File: config.mk
export PLATFORM = sky130hd
export DESIGN_NAME = stream_byte_packer
export DESIGN_NICKNAME = d
export VERILOG_FILES = /design/src/rtl/stream_byte_packer.sv
export SDC_FILE = /design/constraint.sdc
export NUM_CORES = 1
export LEC_CHECK = 0
export ABC_AREA = 1
export CAP_MARGIN = 10
export CORE_MARGIN = 2
export CORE_UTILIZATION = 37
export CTS_BUF_LIST = sky130_fd_sc_hd__clkbuf_8
export DETAILED_ROUTE_END_ITERATION = 8
export PLACE_DENSITY = 0.66
export SLEW_MARGIN = 30
export SYNTH_ARGS = -nofsm -noshare
export SYNTH_HDL_FRONTEND = slang
export SYNTH_SLANG_ARGS = --single-unit
File: constraint.sdc
create_clock -name clk -period 1.71 [get_ports clk]
set_clock_uncertainty 0.05 [all_clocks]
set_input_delay 0.342 -clock clk [delete_from_list [all_inputs] [get_ports clk]]
set_output_delay 0.342 -clock clk [all_outputs]
set_load 0.01 [all_outputs]
File: src/rtl/stream_byte_packer.sv
// stream_byte_packer: packs DATA_WIDTH-bit beats little-endian into words of
// PACK_RATIO lanes. A word is emitted when it fills, when in_last closes it, or
// when the idle timeout expires. Partial words carry a lane-keep mask.
module stream_byte_packer #(
   parameter int unsigned DATA_WIDTH     = 8,
   parameter int unsigned PACK_RATIO     = 4,
   parameter int unsigned TIMEOUT_CYCLES = 16
) (
   input  logic                              clk,
   input  logic                              rstn,
   input  logic                              clear,
   input  logic [DATA_WIDTH-1:0]             in_data,
   input  logic                              in_valid,
   output logic                              in_ready,
   input  logic                              in_last,
   output logic [DATA_WIDTH*PACK_RATIO-1:0]  out_data,
   output logic [PACK_RATIO-1:0]             out_keep,
   output logic                              out_last,
   output logic                              out_valid,
   input  logic                              out_ready,
   output logic [$clog2(PACK_RATIO+1)-1:0]   pack_count
);

   localparam int unsigned CW = $clog2(PACK_RATIO + 1);
   localparam int unsigned IW = (TIMEOUT_CYCLES > 0) ? $clog2(TIMEOUT_CYCLES + 1) : 1;
   localparam int unsigned OW = DATA_WIDTH * PACK_RATIO;
   localparam logic [CW-1:0] LAST_LANE = CW'(PACK_RATIO - 1);
   localparam logic [IW-1:0] IDLE_MAX  = IW'(TIMEOUT_CYCLES);

   logic [OW-1:0]         acc_q;
   logic [CW-1:0]         acc_cnt_q;
   logic [IW-1:0]         idle_q;
   logic [OW-1:0]         out_data_q;
   logic [PACK_RATIO-1:0] out_keep_q;
   logic                  out_last_q;
   logic                  out_valid_q;

   logic [31:0]           acc_idx;
   logic                  out_free;
   logic                  accept;
   logic                  complete;
   logic                  idle_sat;
   logic                  flush;
   logic [OW-1:0]         load_data;
   logic [PACK_RATIO-1:0] load_keep;

   assign acc_idx  = 32'(acc_cnt_q);
   assign out_free = !out_valid_q || out_ready;
   assign in_ready = out_free;
   assign accept   = in_valid && out_free;
   assign complete = accept && (in_last || (acc_cnt_q == LAST_LANE));
   assign idle_sat = (idle_q == IDLE_MAX);
   assign flush    = (TIMEOUT_CYCLES != 0) && idle_sat && (acc_cnt_q != '0)
                     && out_free && !accept;

   // Candidate output word: held lanes, plus the incoming beat when one is
   // accepted; lanes above the fill point are forced to zero so stale
   // accumulator contents from an earlier word never leak out.
   always_comb begin
      load_data = '0;
      load_keep = '0;
      for (int unsigned k = 0; k < PACK_RATIO; k++) begin
         if (k < acc_idx) begin
            load_data[k*DATA_WIDTH +: DATA_WIDTH] = acc_q[k*DATA_WIDTH +: DATA_WIDTH];
            load_keep[k] = 1'b1;
         end else if ((k == acc_idx) && accept) begin
            load_data[k*DATA_WIDTH +: DATA_WIDTH] = in_data;
            load_keep[k] = 1'b1;
         end
      end
   end

   // Accumulator lanes, fill count and idle counter.
   always_ff @(posedge clk or negedge rstn) begin
      if (!rstn) begin
         acc_q     <= '0;
         acc_cnt_q <= '0;
         idle_q    <= '0;
      end else if (clear) begin
         acc_q     <= '0;
         acc_cnt_q <= '0;
         idle_q    <= '0;
      end else begin
         if (complete || flush) begin
            acc_cnt_q <= '0;
         end else if (accept) begin
            for (int unsigned k = 0; k < PACK_RATIO; k++) begin
               if (k == acc_idx) acc_q[k*DATA_WIDTH +: DATA_WIDTH] <= in_data;
            end
            acc_cnt_q <= acc_cnt_q + CW'(1);
         end
         if (accept || (acc_cnt_q == '0) || flush) idle_q <= '0;
         else if (!idle_sat)                         idle_q <= idle_q + IW'(1);
      end
   end

   // Single output register: loads a completed or flushed word, otherwise
   // drains when the consumer takes it; holds its contents while stalled.
   always_ff @(posedge clk or negedge rstn) begin
      if (!rstn) begin
         out_data_q  <= '0;
         out_keep_q  <= '0;
         out_last_q  <= 1'b0;
         out_valid_q <= 1'b0;
      end else if (clear) begin
         out_data_q  <= '0;
         out_keep_q  <= '0;
         out_last_q  <= 1'b0;
         out_valid_q <= 1'b0;
      end else if (complete || flush) begin
         out_data_q  <= load_data;
         out_keep_q  <= load_keep;
         out_last_q  <= complete && in_last;
         out_valid_q <= 1'b1;
      end else if (out_ready) begin
         out_valid_q <= 1'b0;
      end
   end

   assign out_data   = out_data_q;
   assign out_keep   = out_keep_q;
   assign out_last   = out_last_q;
   assign out_valid  = out_valid_q;
   assign pack_count = acc_cnt_q;

endmodule

### After elaboration in Yosys (flattened, before gate mapping)

Cells that the tools add are included.

* magnitude comparators: 4
* reduce and logical (&&, ||, !) cells: 32
* equal/unequal tests: 7
* add/subtract/negate cells: 2
* mux-type cells: 38

Operator list (count)
* $mux 32: 5
* $mux 8: 12
* $logic_not 32->1: 1
* $mux 5: 3
* $mux 1: 13
* $reduce_and 3->1: 4
* $reduce_bool 2->1: 6
* $logic_and 1x1->1: 10
* $mux 3: 3
* $reduce_bool 3->1: 3
* $mux 4: 2
* $eq 2x3->1 const A: 2
* $lt 1x3->1 const A: 2
* $lt 2x3->1 const A: 2
* $add 5x1->5 const B: 1
* $eq 5x5->1 const B: 1
* $logic_or 1x1->1: 5
* $add 3x1->3 const B: 1
* $eq 1x3->1 const A: 1
* $eq 3x2->1 const B: 1
* $logic_not 3->1: 1
* $ne 3x2->1 const B: 1
* $logic_not 1->1: 2
* $ne 2x2->1 const B: 1

* word-level logic and storage cells: 93
* bits of input ports: 14
* register bits: 78
* output and inout port bits: 42

### Longest topological paths before layout

Gate-level depths: netlist of run 1.

* word-level depth: 8
* gate-level depth with buffers: 11
* mapped depth without buffers: 10

### Worst setup path after synthesis of run 1

OpenSTA, ideal clock, no wires.

* path type: reg2reg
* start point: reg acc_cnt_q[0], in the netlist pack_count[0]
* end point: reg acc_q[0]
* cell stages (with the launch flop): 11
* library setup time: 126 ps
* period minus slack after synthesis: 1795 ps
* arrival: 1619 ps
* required time: 1534 ps
* path slack: -85 ps
* path buffers: 1
* cell sequence: dfrtp_1 > inv_1 > ha_1 > inv_1 > nor2_1 > inv_1 > nor2_2 > nand2_1 > nand2_2 > buf_2 > o21ai_0

* word-level cells in the longest chain between the ends: 7
* elaborated cells between the ends (all ways): 12
* those cells by class: 2 x eq/ne; 10 x reduce/logical

Ends and longest elaborated chain
* from (decl): line 31 `logic [CW-1:0] acc_cnt_q;`
* from (signal assigned): line 90 `acc_cnt_q <= acc_cnt_q + CW'(1);`
* $reduce_bool 3->1: line 53 `assign flush = (TIMEOUT_CYCLES != 0) && idle_sat && (acc_cnt_q != '0)`
* $logic_and 1x1->1: line 53
* $logic_and 1x1->1 (2 in a row): line 54 `&& out_free && !accept;`
* $logic_or 1x1->1: line 84 `if (complete || flush) begin`
* $ne 2x2->1 (no line)
* $reduce_and 3->1 (no line) (*)
* to (signal, indexed assignment): line 88 `if (k == acc_idx) acc_q[k*DATA_WIDTH +: DATA_WIDTH] <= in_data;`
* to (decl): line 30 `logic [OW-1:0] acc_q;`

Mark *: on every way between the ends. The rest lies on a longest branch, timed or not.
A chain may end at the register's enable or synchronous reset.

### Worst setup path in the final report of run 1

* start point: in out_ready
* end point: out in_ready

* word-level cells in the longest chain between the ends: 1

Ends and longest elaborated chain
* from (decl): line 20 `input logic out_ready,`
* $logic_or 1x1->1: line 48 `assign out_free = !out_valid_q || out_ready;`
* to (decl): line 14 `output logic in_ready,`

No other way between the ends.

==> impl_metrics.json, run 1 <==
{
  "gp_congestion": 0.910,
  "nets": 613,
  "slew_violations": 0,
  "synth_top_area_share": 0.506,
  "synth_top_area_cell": "dfrtp_1",
  "synth.area.top_cells": "dfrtp_1, nand2_1, nand3_1",
  "wl_per_cell_um": 15.0,
  "overflow": 0,
  "syn_area_um2": 3860,
  "worst_pin_slew_ns": 0.562,
  "finalSetupViolCount": 0,
  "cts_tree": "yes",
  "leakage_nw": 2.75,
  "status": "finished clean",
  "syn-num-nets": 513,
  "vias": 3750,
  "numPortBuffers": 55,
  "die_w_um": 106,
  "drc": 0,
  "ys_seq_area_frac": 0.506,
  "ys.flop_type": "dfrtp_1",
  "layout_min_cycle_time_ns": 1.67,
  "initial_utilization": 0.377,
  "synth_edf_count": 0,
  "clock-root-buffer": "clkbuf_8",
  "areaGrowthSynthToFinish_pct": 40.2,
  "rsz0062_at_grt": "yes",
  "crit_type": "input port to output pin",
  "cp-start-kind": "input port",
  "grt_pass1_vias": 3606,
  "synth_cell_types": 23,
  "cts.sinks": 78,
  "yosysMostFrequentCell": "nand2_1",
  "dp_hpwl_um": 7610,
  "rows": 37,
  "fp.coreArea_um2": 10200,
  "die_area_um2": 11300,
  "ir_worst_vdd_v": 0.000375,
  "cts_buffers": 9,
  "dr.first_iter.drc_count": 159,
  "hold_path_class": "flip-flop to flip-flop",
  "relSlewSlack": 0.626,
  "avgSynthCellArea_um2": 7.82,
  "clk_latency_ns": 0.36,
  "crit_path_end_kind": "output pin",
  "avgViaCountPerCell": 5.10,
  "antenna_cells": 0,
  "dr.pass1.iters": 4,
  "drive_above_1_share": 0.170,
  "ys_ff_latch": 78,
  "wl_um": 11000,
  "cts_max_path_buffers": 2,
  "grt_usage": 0.197,
  "antenna_left": 0,
  "syn_inst": 494,
  "yosysWarningCount": 0,
  "critPathRequiredTime_ns": 1.32,
  "arrival_ns": 1.28,
  "nFillCells": 946,
  "cts.clk_slew.worst_paths_ns": 0.08,
  "htreeDepth": 3,
  "r2r_slack_ns": 0.05,
  "cp_max_fo": 5,
  "holdWs_ns": 0.442,
  "antenna_found_initial": 0,
  "grt_pass1_wl_um": 17800,
  "synth_commonest_cells": "nand2_1, dfrtp_1, nand3_1",
  "fin_crit_sh": 0.978,
  "cap_violations": 0,
  "grt_max_degree": 39,
  "fmax_mhz": 598,
  "fin_total_pwr_mw": 3.77,
  "fp.dieH_um": 106,
  "num_io_pins": 56,
  "p_per_area_nw_per_um2": 696,
  "hold_viol": 0,
  "ys_async_sr_fraction": 1.00
}
-- per-stage QoR --
stage / instances / setup TNS (ns) / setup WS (ns) / area [µm²] / util
4_1_cts: 730 / -0.413 / -0.0455 / 5140 / 0.503
3_3_place_gp: 712 / -13.22 / -0.227 / 4950 / 0.484
6_report: 735 / 0 / 0.0379 / 5420 / 0.529
2_1_floorplan: 494 / 0 / 0.0189 / 3870 / -
3_5_place_dp: 712 / -15.63 / -0.273 / 4950 / 0.484
5_1_grt: 735 / -0.636 / -0.0616 / 5420 / 0.529
-- cell families (layout without fill, tap and decap cells) --
kind of cell	count (synthesis)	in the layout	share of synthesized area
AOI/OAI and AO/OA	39	39	0.0518
xor gates and xnor gates	3	3	0.00681
adders and majority gates	5	5	0.0162
buffers and inverters	77	182	0.0804
DFF	78	78	0.506
and+or+nand+nor	292	292	0.339
-- state kept, by name (all words and copies together) (netlist names) --
| name | flops |
|---|---|
| out_data | 32 |
| out_last | 1 |
| out_keep | 4 |
| out_valid | 1 |
| idle_q | 5 |
| acc_q | 32 |
| pack_count | 3 |
-- placed cells by master (no fill, tap or decap), types with 2 or more instances in the layout --
cell             synthesis  layout
nor2_4                   0       5
clkdlybuf4s50_1          0      47
a21oi_1                  5       4
xor2_1                   3       3
dfrtp_1                 78      77
ha_1                     5       5
nand3_1                 61      59
o21ai_1                  7       7
buf_8                    0       4
dlygate4sd2_1            0       4
clkbuf_16                0       4
o21ai_0                 25      24
nand4_1                 40      40
dlymetal6s2s_1           0       2
inv_1                   50      49
buf_4                    3      38
buf_6                    0       5
nand2_2                  5       4
nor2_2                   2       3
clkbuf_8                 0      10
nand2_1                142     140
inv_2                    2       4
clkinvlp_4               0       4
nand3_2                  2       3
nand2_4                  0       2
nor2_1                  38      32
buf_12                   0       8
-- worst max-delay path, stage by stage --
cell             delay (ns)
clkdlybuf4s50_1        0.48
inv_1                  0.05
nand2_2                0.14
clkdlybuf4s15_1        0.26
-- cell type report --
cell class	count	area (µm²)	area share
inverters	52	195	0.0360
well taps	136	170	0.0314
clock inverters	6	38.8	0.00716
flip-flops and latches	78	1950	0.361
multi-input cells	339	1710	0.315
repair buffers	114	1210	0.224
clock buffers	10	138	0.0254
-- report_power, final --
group | internal [mW] | switching (mW) | total [mW]
clock network | 0.558 | 0.694 | 1.25
logic | 0.259 | 0.351 | 0.610
registers | 1.89 | 0.0208 | 1.91
total | 2.70 | 1.07 | 3.77
-- worst paths after layout --
path / startpoint / end / cells after the start
max: out_ready / in_ready / 4
min: acc_q[25] / acc_q[25] / 2
max reg2reg: pack_count[0] / out_keep[0] / 10
min reg2reg: acc_q[25] / acc_q[25] / 2
max in group asynchronous: rstn / idle_q[0] / 3
min in group asynchronous: rstn / acc_q[12] / 2
-- timing repair --
item                                    in CTS  in global routing
gates cloned                                 0                  4
hold buffers                                 1                  0
setup buffers                                1                  1
endpoints found under the hold margin       36                  0
gates resized for setup                      7                 43
pin swaps                                    0                  5
endpoints found under the setup margin      38                 72
-- routing by layer --
metal,vias to the layer above,global-route usage,part of all wire
met5,-,0,0
met4,0,0.0592,0.015
met3,15,0.0313,0.047
met2,97,0.320,0.49
met1,1823,0.272,0.45
li1,1815,-,-
No activity file was read; power rests on OpenSTA's default activity.
==> run 2: changes to the inputs <==
--- a/config.mk
+++ b/config.mk
@@ -12,7 +12,7 @@
 export CTS_BUF_LIST = sky130_fd_sc_hd__clkbuf_8
 export DETAILED_ROUTE_END_ITERATION = 8
 export PLACE_DENSITY = 0.66
-export SLEW_MARGIN = 30
+export SLEW_MARGIN = 20
 export SYNTH_ARGS = -nofsm -noshare
 export SYNTH_HDL_FRONTEND = slang
 export SYNTH_SLANG_ARGS = --single-unit
==> results of run 2 <==
Same layout as run 1: the final DEF is identical, and so are final timing and power.
==> run 3: changes to the inputs <==
--- a/config.mk
+++ b/config.mk
@@ -8,10 +8,10 @@
 export ABC_AREA = 1
 export CAP_MARGIN = 10
 export CORE_MARGIN = 2
-export CORE_UTILIZATION = 37
+export CORE_UTILIZATION = 51
 export CTS_BUF_LIST = sky130_fd_sc_hd__clkbuf_8
 export DETAILED_ROUTE_END_ITERATION = 8
-export PLACE_DENSITY = 0.66
+export PLACE_DENSITY = 0.85
 export SLEW_MARGIN = 20
 export SYNTH_ARGS = -nofsm -noshare
 export SYNTH_HDL_FRONTEND = slang
==> run 3 against run 2 <==
Net effect:
- the run now ends with setup timing left
- setup slack worse by 0.17 ns
- sequential share of layout area fell by 0.31 points
- fmax is 9.4% lower
- utilization up 22 points
- non-clock buffer count is 7 higher
- global-route usage rose by 7.2 points
- via count is 11% higher
- sequential power barely moved
- sequential cell count is the same
- critical path type is now flip-flop to flip-flop
- critical endpoint is now out_data[29]
- largest cell class unchanged
- largest power group unchanged
- highest routed layer unchanged
==> impl_metrics.json, run 3 (same netlist as run 1, synthesis figures left out) <==
{
  "grt_usage": 0.269,
  "violations": "setup timing",
  "numPortBuffers": 55,
  "fp.coreArea_um2": 7290,
  "die_area_um2": 8280,
  "areaGrowthSynthToFinish_pct": 41.5,
  "fin_setup_tns_ns": -0.644,
  "grt_max_degree": 43,
  "max_stage_delay_ns": 0.42,
  "overflow": 0,
  "dr.pass1.iters": 8,
  "critPathTopFamily": "buffers and inverters",
  "dr.first_iter.drc_count": 560,
  "worst_pin_slew_ns": 0.366,
  "num_io_pins": 56,
  "cts_max_path_buffers": 2,
  "cts_tree": "yes",
  "ir_worst_vdd_v": 0.000354,
  "arrival_ns": 2.06,
  "hold_path_class": "input port to async pin",
  "initial_utilization": 0.530,
  "slowest_stage": "dfrtp_2",
  "clockPowerShare": 0.360,
  "layout_min_cycle_time_ns": 1.85,
  "cp_num_buf_inv": 4,
  "p_sw_mw": 1.08,
  "finalSetupViolCount": 23,
  "clock-root-buffer": "clkbuf_8",
  "final_cell_mix": "nand2_1, dfrtp_1, clkdlybuf4s50_1",
  "cp_max_fo": 8,
  "grt_pass1_wl_um": 17800,
  "p_per_area_nw_per_um2": 724,
  "drive_above_1_share": 0.213,
  "comb_power_share": 0.157,
  "crit_top_cell": "buf_4",
  "cap_violations": 0,
  "r2r_slack_ns": -0.14,
  "cp-start-kind": "flip-flop",
  "nFillCells": 463,
  "hold_viol": 0,
  "slew_violations": 0,
  "nets": 620,
  "wl_per_cell_um": 18.2,
  "dp_hpwl_um": 7480,
  "relSlewSlack": 0.754,
  "htreeDepth": 3,
  "clk_latency_ns": 0.35,
  "rr_endpoint": "out_data[29]",
  "fin_crit_sh": 1.08,
  "drc": 0,
  "fp.dieH_um": 91.0,
  "status": "finished with violations",
  "post_dp_cell_area_um2": 4830,
  "grt_pass1_vias": 3772,
  "die_w_um": 91.0,
  "p_seq_frac": 0.483,
  "vias": 4155,
  "crit_type": "flip-flop to flip-flop",
  "antenna_found_initial": 0,
  "rsz0062_at_grt": "yes",
  "cts.sinks": 78,
  "power.internal_mw": 2.88,
  "cts.clk_slew.worst_paths_ns": 0.09,
  "design_area_um2": 5470,
  "swShare": 0.273,
  "antenna_left": 0,
  "placedCellCount": 672,
  "antenna_cells": 0,
  "critPathRequiredTime_ns": 1.92,
  "cts_buffers": 9,
  "wl_um": 12800,
  "crit_path_end_kind": "flip-flop",
  "final_core_util": 0.749,
  "reg2regPathDepth": 10,
  "fin_ws_ns": -0.136,
  "place_ws_ns": -0.298,
  "fmax_mhz": 542,
  "timing.rr.start": "pack_count[2]",
  "critical_path.cell_chain": "buf_4 -> buf_4 -> inv_1 -> nand3_1 -> nor2_1 -> buf_4 -> nand2_1 -> nand2_1 -> nand3_1 -> o21ai_0",
  "rows": 31,
  "final_common_cell": "nand2_1",
  "gp_congestion": 0.940,
  "avgViaCountPerCell": 5.90,
  "leakage_nw": 2.75,
  "final_cells": 704
}
## run 3: cell count changes in the layout (fill, tap and decap cells not counted), sizes merged
| cell | delta |
|---|---|
| buf | +9 |
| bufinv | +1 |
| clkbuf | -1 |
| clkdlybuf4s50 | +3 |
| clkinv | +1 |
| clkinvlp | -4 |
| dlygate4sd2 | -2 |
| dlymetal6s2s | -1 |
## run 3: power by group through the flow
stage,clock [mW],sequential [mW],combinational (mW)
floorplan,0,1.95,0.226
global placement,0,1.94,0.487
detailed placement,0,1.95,0.500
CTS,1.41,1.91,0.515
global route,1.48,1.92,0.664
finish,1.42,1.91,0.621
## run 3: per-layer routing
metal / track usage / vias up / part of all wire / wire (µm)
met2: 0.446 / 275 / 0.49 / 6290
met5: 0 / - / 0 / 0
met1: 0.342 / 1954 / 0.38 / 4810
met4: 0.152 / 0 / 0.061 / 786
li1: - / 1830 / - / -
met3: 0.0340 / 96 / 0.073 / 934
## run 3: worst max path at each step
stage,from,endpoint,cells past startpoint
final,pack_count[2],out_data[29],10
after global routing,pack_count[2],out_data[29],10
after CTS,pack_count[2],pack_count[2],1
after detailed placement,out_ready,acc_q[11],9
after global placement,out_ready,out_data[2],9
after floorplan,pack_count[0],acc_q[0],10
## run 3: what timing repair did
action	CTS	global route
endpoints found under the setup margin	58	69
hold endpoints to repair	17	0
gates resized for setup	15	56
pin swaps	1	12
setup buffers	3	10
gates cloned	0	3
hold buffers	1	0
## run 3: layout make-up
| class | count | area [µm²] | share of cell area |
|---|---|---|---|
| Timing Repair Buffer | 121 | 1180 | 0.217 |
| Clock buffer | 11 | 151 | 0.0277 |
| Clock inverter | 4 | 47.5 | 0.00870 |
| Inverter | 52 | 195 | 0.0357 |
| Multi-Input combinational cell | 339 | 1810 | 0.331 |
| Sequential cell | 78 | 1950 | 0.358 |
| Tap cell | 99 | 124 | 0.0227 |
## run 3: through the flow
step	hold WS, ns	power (mW)
6_report	0.338	3.96
3_5_place_dp	0.174	2.45
4_1_cts	0.351	3.83
5_1_grt	0.370	4.06
3_3_place_gp	0.171	2.43
2_1_floorplan	-0.00359	2.18
